## src/rtl/rv32i_pkg.sv

```systemverilog
// Shared RV32I encodings used by the writeback path: writeback source selects
// and load funct3 codes.
package rv32i_pkg;

  localparam logic [1:0] WB_SEL_ALU  = 2'b00;
  localparam logic [1:0] WB_SEL_LOAD = 2'b01;
  localparam logic [1:0] WB_SEL_PC4  = 2'b10;

  localparam logic [2:0] F3_LB  = 3'b000;
  localparam logic [2:0] F3_LH  = 3'b001;
  localparam logic [2:0] F3_LW  = 3'b010;
  localparam logic [2:0] F3_LBU = 3'b100;
  localparam logic [2:0] F3_LHU = 3'b101;

endpackage

```

## src/rtl/load_extract.sv

```systemverilog
// Combinational load lane select and sign/zero extension from an aligned word.
// Misaligned or unknown load widths raise fault and return zero data.
module load_extract
  import rv32i_pkg::*;
(
  input  logic [2:0]  funct3,
  input  logic [1:0]  off,
  input  logic [31:0] rdata,
  output logic [31:0] data,
  output logic        fault
);

  logic [7:0]  byte_sel;
  logic [15:0] half_sel;

  always_comb begin
    byte_sel = 8'h00;
    case (off)
      2'd0: byte_sel = rdata[7:0];
      2'd1: byte_sel = rdata[15:8];
      2'd2: byte_sel = rdata[23:16];
      2'd3: byte_sel = rdata[31:24];
      default: byte_sel = 8'h00;
    endcase
  end

  assign half_sel = off[1] ? rdata[31:16] : rdata[15:0];

  always_comb begin
    data  = 32'h0;
    fault = 1'b0;
    case (funct3)
      F3_LB:  data = {{24{byte_sel[7]}}, byte_sel};
      F3_LBU: data = {24'h0, byte_sel};
      F3_LH: begin
        if (off[0]) fault = 1'b1;
        else        data  = {{16{half_sel[15]}}, half_sel};
      end
      F3_LHU: begin
        if (off[0]) fault = 1'b1;
        else        data  = {16'h0, half_sel};
      end
      F3_LW: begin
        if (off != 2'b00) fault = 1'b1;
        else              data  = rdata;
      end
      default: fault = 1'b1;
    endcase
  end

endmodule

```

## src/rtl/mem_wb_stage.sv

```systemverilog
// MEM/WB pipeline register: selects the writeback value, gates RegWrite on
// faults and x0, and registers everything so outputs come straight from flops.
module mem_wb_stage
  import rv32i_pkg::*;
#(
  parameter bit ZERO_RD_SUPPRESS = 1'b1
) (
  input  logic        clk,
  input  logic        rst,
  input  logic        stall,
  input  logic        flush,
  input  logic        mem_valid,
  input  logic [4:0]  mem_rd,
  input  logic        mem_RegWrite,
  input  logic [1:0]  mem_wb_sel,
  input  logic [2:0]  mem_funct3,
  input  logic [31:0] alu_result,
  input  logic [31:0] mem_rdata,
  input  logic [31:0] pc_plus4,
  output logic [4:0]  rd,
  output logic        RegWrite,
  output logic [31:0] C,
  output logic        wb_valid,
  output logic        load_fault
);

  logic [31:0] ld_data;
  logic        ld_fault_raw;
  logic        nxt_fault;
  logic        nxt_regwrite;
  logic [31:0] nxt_c;

  load_extract u_load_extract (
    .funct3 (mem_funct3),
    .off    (alu_result[1:0]),
    .rdata  (mem_rdata),
    .data   (ld_data),
    .fault  (ld_fault_raw)
  );

  // Fault is only meaningful for an actual load; other sources ignore funct3/offset.
  assign nxt_fault = (mem_wb_sel == WB_SEL_LOAD) && ld_fault_raw;

  always_comb begin
    nxt_c = 32'h0;
    case (mem_wb_sel)
      WB_SEL_ALU:  nxt_c = alu_result;
      WB_SEL_LOAD: nxt_c = ld_data;
      WB_SEL_PC4:  nxt_c = pc_plus4;
      default:     nxt_c = 32'h0;
    endcase
  end

  always_comb begin
    nxt_regwrite = mem_RegWrite;
    if (mem_wb_sel == 2'b11)                    nxt_regwrite = 1'b0;
    if (nxt_fault)                              nxt_regwrite = 1'b0;
    if (ZERO_RD_SUPPRESS && (mem_rd == 5'd0))   nxt_regwrite = 1'b0;
  end

  always_ff @(posedge clk or posedge rst) begin
    if (rst) begin
      rd         <= 5'd0;
      RegWrite   <= 1'b0;
      C          <= 32'h0;
      wb_valid   <= 1'b0;
      load_fault <= 1'b0;
    end else if (flush || (!stall && !mem_valid)) begin
      rd         <= 5'd0;
      RegWrite   <= 1'b0;
      C          <= 32'h0;
      wb_valid   <= 1'b0;
      load_fault <= 1'b0;
    end else if (!stall) begin
      rd         <= mem_rd;
      RegWrite   <= nxt_regwrite;
      C          <= nxt_c;
      wb_valid   <= 1'b1;
      load_fault <= nxt_fault;
    end
  end

endmodule
```

## config.mk

```make
export PLATFORM = sky130hd
export DESIGN_NAME = mem_wb_stage
export DESIGN_NICKNAME = d
export VERILOG_FILES = /design/src/rtl/rv32i_pkg.sv /design/src/rtl/load_extract.sv /design/src/rtl/mem_wb_stage.sv
export SDC_FILE = /design/constraint.sdc
export NUM_CORES = 1
export LEC_CHECK = 0
export BUFFER_PORTS_ARGS = -buffer_cell sky130_fd_sc_hd__buf_4
export CAP_MARGIN = 20
export CORE_MARGIN = 2
export CORE_UTILIZATION = 25
export DETAILED_ROUTE_END_ITERATION = 8
export SLEW_MARGIN = 30
export SYNTH_ARGS = -nofsm -noshare
export SYNTH_HDL_FRONTEND = slang
export SYNTH_SLANG_ARGS = --single-unit
```

## constraint.sdc

```tcl
create_clock -name clk -period 1.3 [get_ports clk]
set_input_delay 0.065 -clock clk [delete_from_list [all_inputs] [get_ports clk]]
set_output_delay 0.065 -clock clk [all_outputs]
set_load 0.01 [all_outputs]
```

==> impl_metrics.csv <==
group,metric,value,unit
synth,synth_nets,388,
floorplanning,start_util,25.7,%
worst_setup_path,worstPathArrival,1480,ps
floorplanning,die_w,107,µm
timing,setup-violations-final,0,
routing,drc,0,
global_routing,grt_max_degree,40,
worst_setup_path,cp_slowest_stage_delay,410,ps
floorplanning,dieArea,11400,µm²
power_and_ir_drop,clkPwrFrac,28.7,%
power_and_ir_drop,p_leak,2.30,nW
layout,stdcell_area,4410,µm²
layout,area_delta_synth_final,66.8,%
timing,finalSetupTns,0,ps
routing,wl,9980,µm
power_and_ir_drop,vdd.ir_drop.worst,0.000393,V
global_routing,antenna_found_initial,0,
placed_design,io_buffer_count,151,
placed_design,dpl.hpwl,8010,µm
power_and_ir_drop,switchingPower,0.000856,W
clock_network,cts_max_level,2,
timing,min_period,1250,ps
power_and_ir_drop,p_comb_share,28.9,%
routing,avgRoutedWirePerCell,16.6,µm
synth,ys_async_sr_fraction,100,%
placed_design,gp_congestion,0.911,
worst_setup_path,crit_buf_inv,1,
worst_setup_path,critPathLaunch,"stall",
worst_setup_path,start_kind,"input pin",
worst_setup_path,path_cells,"buf_4 -> or3b_4 -> a2111oi_4 -> o211a_4 -> a211o_1",
synth,synth-seq-cells,40,
synth,syn-cell-area,2640,µm²
worst_setup_path,crit_fanout,16,
synth,ys_seq_area_share,37.9,%
global_routing,grt_overflow,0,
run,maxCapViolCount,0,
worst_setup_path,rr_endpoint,"C[17]",
timing,worst_pin_slew,855,ps
power_and_ir_drop,seqPwrFrac,42.4,%
global_routing,grt_pass1_wl,15100,µm
worst_setup_path,cp.depth,5,
worst_setup_path,required,1530,ps
floorplanning,fp.coreArea,10300,µm²
layout,mostFrequentLayoutCells,"188 x buf_4, 40 x dfrtp_1, 33 x nand2_1",
layout,finish.utilization,42.9,%
synth,synthCells,276,
worst_setup_path,r2r_slack,380,ps
floorplanning,io_pins,152,
timing,fin_crit_sh,96.0,%
timing,clock_skew,0,ps
worst_setup_path,r2r_cells,3,
global_routing,grt_pass1_vias,2948,
clock_network,clockBufferDepth,2,
worst_setup_path,crit_end,"C[27]",
power_and_ir_drop,switching_share,27.9,%
timing,maxSlewViolCount,0,
synth,synth.avg_cell_area,9.57,µm²
worst_setup_path,crit_family,"compound AO/OA/AOI/OAI gates",
clock_network,cts-resized-gates,0,
floorplanning,dieHeight,107,µm
run_status,status,"finished, violations left",
placed_design,placed_cell_area,4200,µm²
worst_setup_path,crit_slowest_cell,"or3b_4",
worst_hold_path,hold_path.class,"in2reg",
power_and_ir_drop,power.internal,0.00221,W
floorplanning,rows,37,
synth,ys_warn_count,0,
timing,grt_setup_unrepaired,"yes",
synth,ys_types,49,
layout,final_common_cell,"buf_4",
clock_network,root_buffer,"clkbuf_8",
clock_network,clock_sinks,40,
timing,hold_ws,-2.06,ps
synth,ys.flop_type,"dfrtp_1",
routing,first_pass_iters,4,
worst_setup_path,critPathCaptureType,"flip-flop",
layout,antenna_cells,0,
power_and_ir_drop,power_density,696,nW/µm²
clock_network,cts_tree,"built",
clock_network,clkSlewWorstSetupHoldPaths,80,ps
global_routing,grt.total_usage,16.8,%
clock_network,clk_latency,290,ps
synth,synth_edf_count,0,
timing,slew_headroom,42.7,%
layout,drive_gt1_share,47.0,%
routing,viasPerCell,4.88,
worst_setup_path,crit_type,"in2reg",
routing,vias,2927,
routing,antenna_left,0,
timing,hold_viol,1,
worst_setup_path,worstReg2RegStart,"C[17]",
clock_network,cts_made_buffers,5,
timing,max_freq,801,MHz
run_status,violations,"hold timing",
routing,drt-initial-drc-count,154,
layout,fin_nets,575,
[metal layers]
layer | routed length, µm | GRT usage (%)
met1 | 4240 | 21.8
met2 | 5020 | 29.3
met3 | 621 | 3.47
met4 | 105 | 3.06
met5 | 0 | 0
[through the flow]
| stage | worst slack, ps | power, W | std cells |
|---|---|---|---|
| after global routing | -1.13 | 0.00323 | 600 |
| final | 51.6 | 0.00307 | 600 |
| after global placement | -195 | 0.00218 | 580 |
| after CTS | 51.7 | 0.00309 | 599 |
| after floorplan | -139 | 0.00168 | 276 |
| after detailed placement | -242 | 0.00219 | 580 |
[power by group through the flow]
| stage | registers [W] | logic (W) | clock network (W) |
|---|---|---|---|
| floorplan | 0.00134 | 0.000337 | 0 |
| global placement | 0.00133 | 0.000849 | 0 |
| detailed placement | 0.00133 | 0.000862 | 0 |
| CTS | 0.00130 | 0.000891 | 0.000900 |
| global route | 0.00131 | 0.000961 | 0.000957 |
| finish | 0.00130 | 0.000886 | 0.000880 |
[registers in the layout (all words and copies together) (netlist names)]
name,flops
wb_valid,1
rd,5
RegWrite,1
C,32
load_fault,1
[kinds of logic (layout without fill, tap and decap cells)]
family	after synthesis	count (layout)	share of synthesized area, %
flops	40	40	37.9
mux	36	36	14.3
fa+ha+maj	1	1	0.379
buf+inv	30	217	5.35
compound gates	103	103	29.6
xor+xnor	1	1	0.332
simple gates	65	66	12.2
[worst min path at each step]
stage	startpoint	end	slack, ps	cells past startpoint
after floorplan	flush	wb_valid	130	1
after global placement	rst	wb_valid	90	2
after detailed placement	rst	wb_valid	100	2
after CTS	mem_rdata[19]	C[19]	0.1	2
after global routing	mem_rdata[18]	C[18]	0.3	2
final	mem_rdata[19]	C[19]	-2	2
[cell type report]
type | instances | area, µm²
Clock buffer | 6 | 82.6
Clock inverter | 2 | 10.0
Fill cell | 1033 | 5870
Inverter | 7 | 26.3
Multi-Input combinational cell | 207 | 1540
Sequential cell | 40 | 1000
Tap cell | 136 | 170
Timing Repair Buffer | 202 | 1580
[Yosys cell counts, types with 4 or more instances]
cell        n  area [µm²]
nand2_1    33         124
dfrtp_1    40        1000
a21oi_1    11        55.1
a211o_1    16         140
inv_1       6        22.5
buf_1       4        15.0
nor2_1      9        33.8
o221ai_1    8        70.1
nor3_1      4        20.0
o21ai_0    20         100
mux2i_1    32         320
a22oi_1     7        52.6
clkbuf_1   10        37.5
a22o_1      7        61.3
buf_2       7        35.0
nand2b_1    4        25.0
a21boi_0    5        37.5
o22ai_1     7        43.8
a211oi_1    4        30.0
o2bb2ai_1   4        35.0
[what timing repair did]
item | CTS | global route
hold buffers | 11 | 0
buffers inserted | 0 | 0
setup endpoints to repair | 0 | 2
endpoints found under the hold margin | 28 | 0
[worst reg2reg max path: stages, from the launching register on]
cell	delay, ps
dfrtp_1	400
nand2_1	60
o21ai_0	80
a211o_1	280
No activity file was read; power rests on OpenSTA's default activity.
